--- config.mk ---
export PLATFORM = sky130hd
export DESIGN_NAME = mem_arbiter
export DESIGN_NICKNAME = d
export VERILOG_FILES = /design/src/rtl/npc_defs.sv /design/src/rtl/mem_arb_select.sv /design/src/rtl/mem_arbiter.sv
export SDC_FILE = /design/constraint.sdc
export NUM_CORES = 1
export LEC_CHECK = 0
export CORE_AREA = 2 2 210 212
export CTS_BUF_LIST = sky130_fd_sc_hd__clkbuf_8
export DETAILED_ROUTE_END_ITERATION = 16
export DIE_AREA = 0 0 212 214
export PLACE_DENSITY = 0.6
export SKIP_CTS_REPAIR_TIMING = 1
export SYNTH_ARGS = -nofsm -noshare
export SYNTH_HDL_FRONTEND = slang
export SYNTH_SLANG_ARGS = --single-unit
--- constraint.sdc ---
create_clock -name clk -period 3.4 [get_ports clk]
set_input_delay 0.68 -clock clk [delete_from_list [all_inputs] [get_ports clk]]
set_output_delay 0.68 -clock clk [all_outputs]
set_load 0.005 [all_outputs]
--- src/rtl/npc_defs.sv ---
// Shared definitions for the memory arbiter: widths, FSM encoding, defaults.
package npc_defs;

  localparam int unsigned ADDR_W       = 64;
  localparam int unsigned DATA_W       = 64;
  localparam int unsigned WLEN_W       = 4;
  localparam int unsigned TIMEOUT_DEF  = 255;
  localparam int unsigned FAIR_MAX_DEF = 4;

  typedef enum logic [1:0] {
    ST_IDLE     = 2'd0,
    ST_GRANT_IF = 2'd1,
    ST_GRANT_LS = 2'd2
  } arb_state_t;

  // Latched memory access command
  typedef struct packed {
    logic              wen;
    logic [ADDR_W-1:0] addr;
    logic [DATA_W-1:0] wdata;
    logic [WLEN_W-1:0] wlen;
  } mem_cmd_t;

  // Bits needed to hold a counter that reaches max_val
  function automatic int unsigned cnt_width(input int unsigned max_val);
    return (max_val < 32'd2) ? 32'd1 : 32'($clog2(max_val + 32'd1));
  endfunction

endpackage

--- src/rtl/mem_arb_select.sv ---
// Requester selection with an LSU-starvation guard for the IFU.
module mem_arb_select
  import npc_defs::*;
#(
  parameter int unsigned FAIR_MAX = FAIR_MAX_DEF
) (
  input  logic clk,
  input  logic rst,
  input  logic i_idle,
  input  logic i_ifu_valid,
  input  logic i_lsu_valid,
  output logic o_ifu_grant_c,
  output logic o_lsu_grant_c
);

  localparam int unsigned FAIR_W = cnt_width(FAIR_MAX);

  logic [FAIR_W-1:0] r_fair_cnt;
  logic              w_fair_full;
  logic              w_open;

  assign w_fair_full = (r_fair_cnt == FAIR_W'(FAIR_MAX));
  assign w_open      = i_idle & ~rst;

  // LSU has priority until it has won FAIR_MAX times in a row over a waiting IFU
  assign o_ifu_grant_c = w_open & i_ifu_valid & (~i_lsu_valid | w_fair_full);
  assign o_lsu_grant_c = w_open & i_lsu_valid & ~(i_ifu_valid & w_fair_full);

  // Count consecutive LSU wins while the IFU waits; an IFU grant clears it
  always_ff @(posedge clk) begin
    if (rst) begin
      r_fair_cnt <= '0;
    end else if (o_ifu_grant_c) begin
      r_fair_cnt <= '0;
    end else if (o_lsu_grant_c && i_ifu_valid && !w_fair_full) begin
      r_fair_cnt <= r_fair_cnt + FAIR_W'(1);
    end
  end

endmodule

--- src/rtl/mem_arbiter.sv ---
// Two-requester (IFU/LSU) arbiter for a single-outstanding memory port.
module mem_arbiter
  import npc_defs::*;
#(
  parameter int unsigned TIMEOUT  = TIMEOUT_DEF,
  parameter int unsigned FAIR_MAX = FAIR_MAX_DEF
) (
  input  logic              clk,
  input  logic              rst,
  input  logic              ifu_req_valid,
  input  logic [ADDR_W-1:0] ifu_req_addr,
  output logic              ifu_req_ready,
  output logic              ifu_resp_valid,
  output logic [DATA_W-1:0] ifu_resp_data,
  input  logic              lsu_req_valid,
  input  logic              lsu_req_wen,
  input  logic [ADDR_W-1:0] lsu_req_addr,
  input  logic [DATA_W-1:0] lsu_req_wdata,
  input  logic [WLEN_W-1:0] lsu_req_wlen,
  output logic              lsu_req_ready,
  output logic              lsu_resp_valid,
  output logic [DATA_W-1:0] lsu_resp_data,
  output logic              mem_req,
  output logic              mem_wen,
  output logic [ADDR_W-1:0] mem_addr,
  output logic [DATA_W-1:0] mem_wdata,
  output logic [WLEN_W-1:0] mem_wlen,
  input  logic              mem_ack,
  input  logic [DATA_W-1:0] mem_rdata,
  output logic              bus_err
);

  localparam int unsigned WAIT_W = cnt_width(TIMEOUT);

  arb_state_t        r_state;
  mem_cmd_t          r_cmd;
  logic              r_mem_req;
  logic              r_ifu_resp_valid;
  logic              r_lsu_resp_valid;
  logic [DATA_W-1:0] r_ifu_resp_data;
  logic [DATA_W-1:0] r_lsu_resp_data;
  logic              r_bus_err;
  logic [WAIT_W-1:0] r_wait_cnt;

  logic w_idle;
  logic w_ifu_grant;
  logic w_lsu_grant;
  logic w_timeout;

  assign w_idle    = (r_state == ST_IDLE);
  assign w_timeout = (r_wait_cnt == WAIT_W'(TIMEOUT - 32'd1));

  mem_arb_select #(
    .FAIR_MAX(FAIR_MAX)
  ) u_select (
    .clk          (clk),
    .rst          (rst),
    .i_idle       (w_idle),
    .i_ifu_valid  (ifu_req_valid),
    .i_lsu_valid  (lsu_req_valid),
    .o_ifu_grant_c(w_ifu_grant),
    .o_lsu_grant_c(w_lsu_grant)
  );

  // Grants only carry valid requests, so ready doubles as the accept strobe
  assign ifu_req_ready  = w_ifu_grant;
  assign lsu_req_ready  = w_lsu_grant;
  assign ifu_resp_valid = r_ifu_resp_valid;
  assign ifu_resp_data  = r_ifu_resp_data;
  assign lsu_resp_valid = r_lsu_resp_valid;
  assign lsu_resp_data  = r_lsu_resp_data;
  assign mem_req        = r_mem_req;
  assign mem_wen        = r_cmd.wen;
  assign mem_addr       = r_cmd.addr;
  assign mem_wdata      = r_cmd.wdata;
  assign mem_wlen       = r_cmd.wlen;
  assign bus_err        = r_bus_err;

  // Arbiter FSM: accept in IDLE, hold the access until ack or timeout
  always_ff @(posedge clk) begin
    if (rst) begin
      r_state          <= ST_IDLE;
      r_cmd            <= '0;
      r_mem_req        <= 1'b0;
      r_ifu_resp_valid <= 1'b0;
      r_lsu_resp_valid <= 1'b0;
      r_ifu_resp_data  <= '0;
      r_lsu_resp_data  <= '0;
      r_bus_err        <= 1'b0;
      r_wait_cnt       <= '0;
    end else begin
      r_ifu_resp_valid <= 1'b0;
      r_lsu_resp_valid <= 1'b0;
      r_bus_err        <= 1'b0;
      case (r_state)
        ST_IDLE: begin
          if (w_ifu_grant) begin
            r_cmd.wen   <= 1'b0;
            r_cmd.addr  <= ifu_req_addr;
            r_cmd.wdata <= '0;
            r_cmd.wlen  <= '0;
            r_mem_req   <= 1'b1;
            r_wait_cnt  <= '0;
            r_state     <= ST_GRANT_IF;
          end else if (w_lsu_grant) begin
            r_cmd.wen   <= lsu_req_wen;
            r_cmd.addr  <= lsu_req_addr;
            r_cmd.wdata <= lsu_req_wdata;
            r_cmd.wlen  <= lsu_req_wlen;
            r_mem_req   <= 1'b1;
            r_wait_cnt  <= '0;
            r_state     <= ST_GRANT_LS;
          end
        end
        ST_GRANT_IF, ST_GRANT_LS: begin
          if (mem_ack) begin
            r_mem_req  <= 1'b0;
            r_wait_cnt <= '0;
            r_state    <= ST_IDLE;
            if (r_state == ST_GRANT_IF) begin
              r_ifu_resp_valid <= 1'b1;
              r_ifu_resp_data  <= mem_rdata;
            end else begin
              r_lsu_resp_valid <= 1'b1;
              r_lsu_resp_data  <= r_cmd.wen ? '0 : mem_rdata;
            end
          end else if (w_timeout) begin
            r_mem_req  <= 1'b0;
            r_wait_cnt <= '0;
            r_bus_err  <= 1'b1;
            r_state    <= ST_IDLE;
            if (r_state == ST_GRANT_IF) begin
              r_ifu_resp_valid <= 1'b1;
              r_ifu_resp_data  <= '0;
            end else begin
              r_lsu_resp_valid <= 1'b1;
              r_lsu_resp_data  <= '0;
            end
          end else begin
            r_wait_cnt <= r_wait_cnt + WAIT_W'(1);
          end
        end
        default: begin
          r_mem_req <= 1'b0;
          r_state   <= ST_IDLE;
        end
      endcase
    end
  end

endmodule

==> key figures <==
Final layout
  • Post-layout net count: 1760
  • Post-route insts no fill: 2114
  • Synth-to-layout area growth: 69.05%
  • Fill count: 4266
  • Storage cell area: 5565 um2
  • Layout cells sized above 1: 6.152%
  • Multi-input gate area: 3849 um2

Global routing
  • Global-route wire length before repair: 53.88 mm
  • Largest net degree at the start of global routing: 71
  • Vias in the first global route: 9360
  • Tot GR Track Use: 15.13%
  • Total global routing overflow: 0
  • Antenna violations before repair: 2

Route
  • Vias per cell: 4.402
  • Via Count: 9305
  • Initial DRT Pass Iterations: 4
  • Iteration-0 DRC Markers: 435
  • Final ANT Viol Nets: 0
  • Wirelength per Cell: 17.01 um
  • Post-Route WL: 35.95 mm
  • # DRC: 0

STA
  • # setup viols final: 0
  • Max-slew violations: 0
  • Worst hold slack: 450.8 ps
  • Worst-Margin Slew: 809.8 ps
  • Final worst path period share: 88.07%
  • Clock skew: 14.51 ps
  • Setup TNS: 0 ps
  • RSZ-0062 raised after global routing: no
  • Max Clock Freq: 334.0 MHz
  • Max-slew headroom: 46.02%
  • Final Hold Fails: 0
  • Fin crit period: 2994 ps

CTS
  • Clock Sink Count: 278
  • Clock tree buffer depth: 3
  • CTS Buf Count: 50
  • Root Driver: clkbuf_8
  • Clk slew on worst S/H paths: 60 ps
  • H-tree levels: 2
  • Worst-Skew Late Latency: 600 ps
  • CTS tree: built

Worst setup path
  • Kind of critical path: register to output port
  • Critical Path Start Type: register
  • Worst Path Max Fanout: 7
  • R2R depth: 7
  • R2R setup slack: 1190 ps
  • Worst r2r src: r_state[0]$_SDFFE_PP0P_
  • Critical Path AT: 2310 ps
  • Worst r2r dst: ifu_resp_data[43]$_SDFFE_PP0P_
  • Worst EP required: 2720 ps
  • Setup crit start: r_state[1]$_SDFFE_PP0P_
  • Worst setup EP type: output port

Synthesis
  • Cells after Synth: 967
  • Largest cells by area after synthesis: dfxtp_1, a22o_1, a21oi_1
  • Seq/Total Area, Yosys: 56.33%
  • Top-area cell type share of the netlist area: 56.33%
  • Cell Area, Synth: 9881 um2
  • Count of flip-flops with a built-in enable after synthesis: 0
  • Syn nets: 1239
  • Area leader, netlist: dfxtp_1
  • Synth warn: 0
  • FFs w/ async S/R, synth: 0%
  • Top_reg_cell synth: dfxtp_1
  • Synth Area per Inst: 10.22 um2
  • Distinct cells, synth: 41
  • Synthesized flop and latch total: 278

Pwr
  • Logic gate share of total power: 19.3%
  • VDD IR-drop max: 266.4 uV
  • Clk network pwr share: 36.4%
  • Psw: 0.002189 W
  • Internal power: 0.005989 W
  • PwrDens: 489.6 nW/um2
  • P_leak: 6.142 nW
  • Sw Share: 26.77%
  • Seq pwr share: 44.3%

Min path
  • Hold Crit Depth: 2
  • Worst hold path startpoint: mem_wdata[47]$_SDFFE_PP0P_
  • Hold Crit Endpoint: mem_wdata[47]$_SDFFE_PP0P_
  • Worst hold path class: register to register

Floorplanning
  • Die Span Y: 214 um
  • Die W: 212 um
  • Initial core utilization: 23.04%
  • IO Count: 533
  • Die area: 45370 um2
  • # rows: 76
  • Core area: 42890 um2

Placement
  • GP Congestion: 0.7828
  • Port Buffers: 532
  • DP HPWL: 25.58 mm
  • Cell Count Post-Placement: 2021

Outcome
  • Status: finished, final reports clean

Flow run
  • Max Cap Viol: 0
-- Yosys cell counts (2+ instances only) --
cell type	count
a31oi_4	2
nor2_1	4
buf_4	2
nand4_1	2
or3_1	5
nand2_1	144
a22o_1	128
a21oi_1	144
ha_1	6
nand3_1	4
nor2_2	2
and3_1	3
o21ai_0	69
or4_1	2
buf_6	17
mux2i_1	65
buf_2	28
xnor2_1	2
o21ai_1	2
o31ai_1	2
dfxtp_1	278
inv_1	9
clkbuf_1	29
-- per-layer routing --
| layer | track usage [%] | wire (um) | up-vias |
|---|---|---|---|
| met5 | 0 | 17 | - |
| li1 | - | - | 4513 |
| met4 | 5.845 | 1086 | 2 |
| met2 | 25.54 | 16860 | 419 |
| met1 | 16.52 | 14020 | 4306 |
| met3 | 6.803 | 3959 | 65 |
-- cell families (layout without fill, tap and decap cells) --
| group | after synthesis | in the layout | synth area share, % |
|---|---|---|---|
| buffers and inverters | 86 | 647 | 4.989 |
| DFF | 278 | 278 | 56.33 |
| AOI/OAI and AO/OA | 352 | 352 | 23.27 |
| other | 0 | 1 | 0 |
| and+or+nand+nor | 177 | 177 | 7.775 |
| xor gates and xnor gates | 2 | 2 | 0.1773 |
| adders and majority gates | 6 | 6 | 0.7598 |
| muxes | 66 | 66 | 6.699 |
-- placed cells by master, fill, tap and decap left out, types with 2 or more instances in the layout --
master             n
buf_4              3
or4_1              2
dfxtp_1          278
nand2_1          143
and3_1             3
buf_12            11
mux2i_1           65
a21oi_1          144
nand2_2            2
xnor2_1            2
or3_1              5
a31oi_4            2
ha_1               6
o31ai_1            2
clkinv_2           6
clkdlybuf4s50_1  532
nand3_1            4
inv_6              2
nor2_1             4
clkbuf_8          59
inv_1             34
a22o_1           128
nor2_4             2
nand4_1            2
o21ai_0           69
-- critical path: stages (launching register included) --
cell and delay (ps):
dfxtp_1 300, inv_1 90, ha_1 380, nor2b_1 220, nand3_1 140, inv_1 90, clkdlybuf4s50_1 500
-- stage by stage --
step           power, W  worst slack, ps  utilization (%)  instance area (um2)
4_1_cts        0.008342            309.4            38.94                16700
6_report       0.008178            405.7            38.95                16700
2_1_floorplan  0.004275             1242                -                 9881
3_3_place_gp   0.005266            510.0            36.72                15750
5_1_grt        0.008609            209.1            38.94                16700
3_5_place_dp   0.005284            481.5            36.72                15750
-- sequential cells by signal, indices dropped and copies added (netlist names) --
| name | flops |
|---|---|
| mem_wlen | 4 |
| r_wait_cnt | 8 |
| ifu_resp_valid | 1 |
| u_select.r_fair_cnt | 3 |
| ifu_resp_data | 64 |
| mem_wen | 1 |
| lsu_resp_data | 64 |
| bus_err | 1 |
| mem_req | 1 |
| lsu_resp_valid | 1 |
| r_state | 2 |
| mem_addr | 64 |
| mem_wdata | 64 |
-- power groups by stage --
stage	clock network [W]	registers [W]	logic, W
floorplan	0	0.00370	0.000571
global placement	0	0.00368	0.00158
detailed placement	0	0.00369	0.00159
CTS	0.00311	0.00363	0.00160
global route	0.00325	0.00365	0.00171
finish	0.00298	0.00363	0.00158
-- final cells by class --
class,instances,area share (%)
Inverter,9,0.2022
Clock inverter,33,0.8464
Multi-Input combinational cell,603,23.04
Antenna cell,1,0.01498
Tap cell,585,4.382
Clock buffer,59,4.861
Sequential cell,278,33.32
Timing Repair Buffer,546,33.33
-- worst max path at each step --
| stage | end | depth (start not counted) |
|---|---|---|
| after floorplan | ifu_req_ready | 5 |
| after global placement | ifu_req_ready | 4 |
| after detailed placement | ifu_req_ready | 4 |
| after CTS | lsu_req_ready | 6 |
| after global routing | lsu_req_ready | 6 |
| final | lsu_req_ready | 6 |
(Power assumes the default switching activity.)
